--- src/rtl/pipelined_adder_if.sv ---
// Operand/result bundle for the pipelined adder: upstream beat, downstream beat and both handshakes.
// The adder takes the slave view; whoever feeds and drains it takes the master view.
interface pipelined_adder_if #(
  parameter int WIDTH = 32
);
  logic             in_valid;
  logic             in_ready;
  logic [WIDTH-1:0] a;
  logic [WIDTH-1:0] b;
  logic             cin;
  logic             sub;
  logic             out_valid;
  logic             out_ready;
  logic [WIDTH-1:0] sum;
  logic             c_out;
  logic             overflow;

  modport master (
    output in_valid, a, b, cin, sub, out_ready,
    input  in_ready, out_valid, sum, c_out, overflow
  );

  modport slave (
    input  in_valid, a, b, cin, sub, out_ready,
    output in_ready, out_valid, sum, c_out, overflow
  );
endinterface

--- src/rtl/pipelined_adder.sv ---
// Pipelined two's-complement adder/subtractor: one CHUNK-wide ripple slice per stage,
// carry registered between stages, valid/ready on both sides with full-rate throughput.
module pipelined_adder #(
  parameter int WIDTH = 32,
  parameter int CHUNK = 8
) (
  input logic               clk,
  input logic               rst,
  pipelined_adder_if.slave  bus
);
  localparam int STAGES = WIDTH / CHUNK;
  localparam int LAST   = STAGES - 1;

  logic [WIDTH-1:0] b_eff;
  logic             c0;

  // Subtraction is a + ~b + 1, so inversion and the forced carry happen before stage 0.
  assign b_eff = bus.sub ? ~bus.b : bus.b;
  assign c0    = bus.sub | bus.cin;

  for (genvar k = 0; k < STAGES; k++) begin : g_stage
    localparam int DONE = (k + 1) * CHUNK;
    localparam int HI   = WIDTH - DONE;

    logic             valid_q;
    logic             valid_in;
    logic             load;
    logic             carry_q;
    logic             carry_in;
    logic             a_msb_q;
    logic             a_msb_in;
    logic             b_msb_q;
    logic             b_msb_in;
    logic [CHUNK-1:0] a_chunk;
    logic [CHUNK-1:0] b_chunk;
    logic [CHUNK:0]   chunk_sum;
    logic [DONE-1:0]  res_q;
    logic [DONE-1:0]  res_in;

    if (k == 0) begin : g_src
      assign valid_in = bus.in_valid;
      assign a_chunk  = bus.a[CHUNK-1:0];
      assign b_chunk  = b_eff[CHUNK-1:0];
      assign carry_in = c0;
      assign a_msb_in = bus.a[WIDTH-1];
      assign b_msb_in = b_eff[WIDTH-1];
      assign res_in   = chunk_sum[CHUNK-1:0];
    end else begin : g_src
      assign valid_in = g_stage[k-1].valid_q;
      assign a_chunk  = g_stage[k-1].g_hi.a_q[CHUNK-1:0];
      assign b_chunk  = g_stage[k-1].g_hi.b_q[CHUNK-1:0];
      assign carry_in = g_stage[k-1].carry_q;
      assign a_msb_in = g_stage[k-1].a_msb_q;
      assign b_msb_in = g_stage[k-1].b_msb_q;
      assign res_in   = {chunk_sum[CHUNK-1:0], g_stage[k-1].res_q};
    end

    // A stage may take new data when empty or when its occupant moves on this same edge.
    if (k == LAST) begin : g_load
      assign load = !valid_q || bus.out_ready;
    end else begin : g_load
      assign load = !valid_q || g_stage[k+1].load;
    end

    assign chunk_sum = {1'b0, a_chunk} + {1'b0, b_chunk} + {{CHUNK{1'b0}}, carry_in};

    always_ff @(posedge clk or posedge rst) begin
      if (rst) begin
        valid_q <= 1'b0;
        res_q   <= '0;
        carry_q <= 1'b0;
        a_msb_q <= 1'b0;
        b_msb_q <= 1'b0;
      end else if (load) begin
        valid_q <= valid_in;
        if (valid_in) begin
          res_q   <= res_in;
          carry_q <= chunk_sum[CHUNK];
          a_msb_q <= a_msb_in;
          b_msb_q <= b_msb_in;
        end
      end
    end

    // Operand bits not yet summed ride along until their own stage consumes them.
    if (HI > 0) begin : g_hi
      logic [HI-1:0] a_q;
      logic [HI-1:0] b_q;
      logic [HI-1:0] a_in;
      logic [HI-1:0] b_in;

      if (k == 0) begin : g_src
        assign a_in = bus.a[WIDTH-1:CHUNK];
        assign b_in = b_eff[WIDTH-1:CHUNK];
      end else begin : g_src
        assign a_in = g_stage[k-1].g_hi.a_q[HI+CHUNK-1:CHUNK];
        assign b_in = g_stage[k-1].g_hi.b_q[HI+CHUNK-1:CHUNK];
      end

      always_ff @(posedge clk or posedge rst) begin
        if (rst) begin
          a_q <= '0;
          b_q <= '0;
        end else if (load && valid_in) begin
          a_q <= a_in;
          b_q <= b_in;
        end
      end
    end
  end

  assign bus.in_ready  = g_stage[0].load;
  assign bus.out_valid = g_stage[LAST].valid_q;
  assign bus.sum       = g_stage[LAST].res_q;
  assign bus.c_out     = g_stage[LAST].carry_q;

  // Signed overflow: operands agree in sign but the result does not.
  assign bus.overflow  = (g_stage[LAST].a_msb_q == g_stage[LAST].b_msb_q) &&
                         (g_stage[LAST].res_q[WIDTH-1] != g_stage[LAST].a_msb_q);

  a_stall_hold: assert property (@(posedge clk) disable iff (rst)
    (bus.out_valid && !bus.out_ready) |=>
      (bus.out_valid && $stable(bus.sum) && $stable(bus.c_out) && $stable(bus.overflow)));

endmodule
--- src/flat_wrapper.sv ---
// flat-port wrapper written by rule: the top's interface ports become plain ports
module pipelined_adder_flat 
#(
  parameter int WIDTH = 32,
  parameter int CHUNK = 8
)
  (clk, rst, bus_in_valid, bus_a, bus_b, bus_cin, bus_sub, bus_out_ready, bus_in_ready, bus_out_valid, bus_sum, bus_c_out, bus_overflow);
  pipelined_adder_if #(.WIDTH(WIDTH)) bus_i ();
  input logic clk;
  input logic rst;
  input wire logic [$bits(bus_i.in_valid)-1:0] bus_in_valid;
  input wire logic [$bits(bus_i.a)-1:0] bus_a;
  input wire logic [$bits(bus_i.b)-1:0] bus_b;
  input wire logic [$bits(bus_i.cin)-1:0] bus_cin;
  input wire logic [$bits(bus_i.sub)-1:0] bus_sub;
  input wire logic [$bits(bus_i.out_ready)-1:0] bus_out_ready;
  output wire logic [$bits(bus_i.in_ready)-1:0] bus_in_ready;
  output wire logic [$bits(bus_i.out_valid)-1:0] bus_out_valid;
  output wire logic [$bits(bus_i.sum)-1:0] bus_sum;
  output wire logic [$bits(bus_i.c_out)-1:0] bus_c_out;
  output wire logic [$bits(bus_i.overflow)-1:0] bus_overflow;
  assign bus_i.in_valid = bus_in_valid;
  assign bus_i.a = bus_a;
  assign bus_i.b = bus_b;
  assign bus_i.cin = bus_cin;
  assign bus_i.sub = bus_sub;
  assign bus_i.out_ready = bus_out_ready;
  assign bus_in_ready = bus_i.in_ready;
  assign bus_out_valid = bus_i.out_valid;
  assign bus_sum = bus_i.sum;
  assign bus_c_out = bus_i.c_out;
  assign bus_overflow = bus_i.overflow;
  pipelined_adder #(.WIDTH(WIDTH), .CHUNK(CHUNK)) u_core (.clk(clk), .rst(rst), .bus(bus_i));
endmodule
--- config.mk ---
export PLATFORM = sky130hd
export DESIGN_NAME = pipelined_adder_flat
export DESIGN_NICKNAME = d
export VERILOG_FILES = /design/src/rtl/pipelined_adder_if.sv /design/src/rtl/pipelined_adder.sv /design/src/flat_wrapper.sv
export SDC_FILE = /design/constraint.sdc
export NUM_CORES = 1
export LEC_CHECK = 0
export ABC_AREA = 1
export CORE_MARGIN = 2
export CORE_UTILIZATION = 45
export CTS_CLUSTER_DIAMETER = 200
export DETAILED_ROUTE_END_ITERATION = 7
export PLACE_DENSITY = 0.77
export SLEW_MARGIN = 20
export SYNTH_ARGS = -nofsm -noshare
export SYNTH_HDL_FRONTEND = slang
export SYNTH_SLANG_ARGS = --single-unit
--- constraint.sdc ---
create_clock -name clk -period 8.25 [get_ports clk]
set_input_delay 2.475 -clock clk [delete_from_list [all_inputs] [get_ports clk]]
set_output_delay 2.475 -clock clk [all_outputs]
set_load 0.05 [all_outputs]
==> results by group <==
Outcome
  • Status: completed

Die
  • Initial core utilization: 0.461
  • Die area: 20400 µm²
  • Placeable Area: 18800 µm²
  • I/O pins: 106
  • Row count: 50
  • Chip height: 143 µm
  • DIE WIDTH: 143 µm

Setup path
  • Startpoint Class: input pin
  • Critical Path Fanout Max: 3
  • CP endpoint kind: output pin
  • Crit path required time: 5.78 ns
  • Critical path data arrival time: 4.21 ns
  • Critical path class: input pin to output pin

Clock network
  • Clock transition at the registers of the reported paths: 0.06 ns
  • CTS Sinks: 186
  • CTS tree: done
  • Clk buf depth: 2
  • Skew-Pair Late Insertion Delay: 0.42 ns
  • Post-cts resize count: 0
  • CTS Hold Bufs: 0
  • Root Driver: clkbuf_16
  • Htree depth: 4
  • CTS buffer count: 17
  • Post CTS Setup Buffer Count: 0

Placed design
  • RePlAce Congestion: 0.801
  • Hpwl dp: 12.1 mm
  • Setup slack at placement: 1.58 ns
  • DP Cell Count: 1304
  • Number of port buffers: 105

Route
  • Routed vias/inst: 4.80
  • Final ANT Viol Nets: 0
  • Drt total wl: 17.4 mm
  • Drt pass-1 iters: 5
  • DR vias: 6409
  • Starting DRT DRC Count: 448
  • Wire per inst: 13.0 µm
  • DRC: 0

Timing
  • TNS Setup: 0 ns
  • Worst Hold Slack: 0.469 ns
  • RSZ-0062 raised after global routing: no
  • Final setup violation count: 0
  • Slew headroom: 0.347
  • Final setup margin: 1.57 ns
  • Final Hold Vio Count: 0
  • Period minus WS final: 6.68 ns
  • Achievable clock frequency: 0.150 GHz
  • Tcrit/Tclk final: 0.810
  • Slew at the pin with the worst max-slew slack: 0.978 ns
  • Max-slew violations: 0
  • Clk_skew: 0.00668 ns

Pwr
  • Pwr dens: 332 nW/µm²
  • Seq pwr share: 0.396
  • Sw Share: 0.390
  • Static Leak: 5.19 nW
  • Total power: 0.00345 W
  • Clock share of power: 0.231
  • Gate power share: 0.373
  • Psw: 0.00134 W
  • Internal power: 0.00210 W
  • Peak supply drop: 0.181 mV

Synth
  • Ys async rst share: 1.00
  • Post-synthesis sequential area ratio: 0.538
  • Syn. warnings: 0
  • Yosys reg bits: 186
  • Mapped Cells: 1001
  • Unique masters post-synth: 26
  • Top_reg_cell synth: dfrtp_1
  • Post-Syn Area: 8650 µm²
  • Avg Inst Size Synth: 8.64 µm²
  • EDFF count, synth: 0
  • Mapped Nets: 1107

Final layout
  • Share of cells above drive strength 1: 0.0500
  • Antenna cells: 0
  • Nets: 1195
  • Area growth, synth to finish: 19.9%
  • Finished Layout Cells: 1335
  • Final-layout fill cell count: 1697
  • Commonest non-fill, non-tap cell in the layout: nand2_1
  • Most frequent cells in the layout: nand2_1 (402), dfrtp_1 (186), clkdlybuf4s50_1 (104)

Global routing
  • Largest net degree at the start of global routing: 90
  • Initial antenna violation count: 0
  • Total grt overflow: 0
  • Global-route usage over all layers: 0.183
  • First-pass GRT wire length: 29.5 mm
  • Number of global-route vias before repair: 6067

Min path
  • Hold WC Path Type: flop to flop

Flow run
  • Max_cap viols: 0
[power groups by stage]
stage	clock network, W	registers [W]	logic (W)
floorplan	0	0.00160	0.000663
global placement	0	0.00137	0.00125
detailed placement	0	0.00138	0.00128
CTS	0.000809	0.00136	0.00129
global route	0.000848	0.00140	0.00144
finish	0.000797	0.00136	0.00128
[cells by family after synthesis]
logic type | count (synthesis) | synth area share
simple gates | 482 | 0.223
flops | 186 | 0.538
buf+inv | 133 | 0.0677
compound gates | 127 | 0.0749
xor+xnor | 37 | 0.0375
fa+ha+maj | 36 | 0.0590
[cell type report]
class	instances	area, µm²	share of cell area
Inverter	92	352	0.0339
Sequential cell	186	4650	0.449
Timing Repair Buffer	110	1090	0.105
Clock buffer	18	429	0.0414
Clock inverter	13	148	0.0142
Tap cell	234	293	0.0282
Multi-Input combinational cell	682	3410	0.329
[layer usage]
layer / up-vias / share of wire / global-route usage
met5: - / 0 / 0
met4: 0 / 0.010 / 0.0500
met3: 13 / 0.040 / 0.0332
met2: 122 / 0.45 / 0.282
met1: 2973 / 0.50 / 0.268
li1: 3301 / - / -
[worst paths after layout]
kind | start | end | slack (ns) | depth (start not counted)
max | bus_out_ready | bus_in_ready | 1.57 | 6
min | u_core.g_stage[0].g_hi.b_q[12]$_DFFE_PP0P_ | u_core.g_stage[1].g_hi.b_q[4]$_DFFE_PP0P_ | 0.47 | 2
max reg2reg | u_core.bus.out_valid$_DFFE_PP0P_ | u_core.g_stage[1].res_q[15]$_DFFE_PP0P_ | 5.70 | 7
min reg2reg | u_core.g_stage[0].g_hi.b_q[12]$_DFFE_PP0P_ | u_core.g_stage[1].g_hi.b_q[4]$_DFFE_PP0P_ | 0.47 | 2
max in group asynchronous | rst | u_core.g_stage[1].g_hi.b_q[12]$_DFFE_PP0P_ | 4.74 | 3
min in group asynchronous | rst | u_core.g_stage[0].g_hi.a_q[4]$_DFFE_PP0P_ | 2.41 | 2
[synth_stat cells (2+ instances only)]
| cell | count | area (µm²) |
|---|---|---|
| dfrtp_1 | 186 | 4650 |
| nand3b_1 | 8 | 60.1 |
| o21ai_0 | 78 | 390 |
| inv_2 | 5 | 18.8 |
| nand4_1 | 2 | 12.5 |
| o21bai_1 | 4 | 30.0 |
| xor2_1 | 11 | 96.3 |
| xnor2_1 | 26 | 228 |
| a21oi_1 | 17 | 85.1 |
| nand3_1 | 37 | 185 |
| ha_1 | 28 | 350 |
| fa_1 | 8 | 160 |
| inv_1 | 87 | 327 |
| nand2_2 | 2 | 12.5 |
| o21ai_1 | 26 | 130 |
| buf_2 | 18 | 90.1 |
| nor2_2 | 2 | 12.5 |
| nand2_1 | 402 | 1510 |
| clkbuf_1 | 14 | 52.6 |
| buf_6 | 8 | 90.1 |
| or2_2 | 6 | 37.5 |
| o22ai_1 | 2 | 12.5 |
| nor2_1 | 21 | 78.8 |
[state kept, by name, indices dropped and copies added, names as in the netlist]
name	flops
u_core.g_stage.b_msb_q	2
u_core.g_stage.carry_q	3
u_core.g_stage.res_q	48
u_core.g_stage.valid_q	3
u_core.g_stage.g_hi.a_q	48
u_core.bus.c_out	1
u_core.g_stage.g_hi.b_q	47
u_core.bus.sum	32
u_core.g_stage.a_msb_q	1
u_core.bus.out_valid	1
[critical path, cell delays in order]
cell	delay [ns]
clkdlybuf4s50_1	0.46
nor2_4	0.19
nand3_2	0.12
nor2_2	0.17
inv_2	0.09
clkdlybuf4s50_1	0.70
[through the flow]
| stage | area [µm²] | utilization |
|---|---|---|
| 2_1_floorplan | 8650 | - |
| 3_3_place_gp | 9800 | 0.522 |
| 3_5_place_dp | 9800 | 0.522 |
| 4_1_cts | 10400 | 0.553 |
| 5_1_grt | 10400 | 0.553 |
| 6_report | 10400 | 0.553 |
No activity file was read; power rests on OpenSTA's default activity.
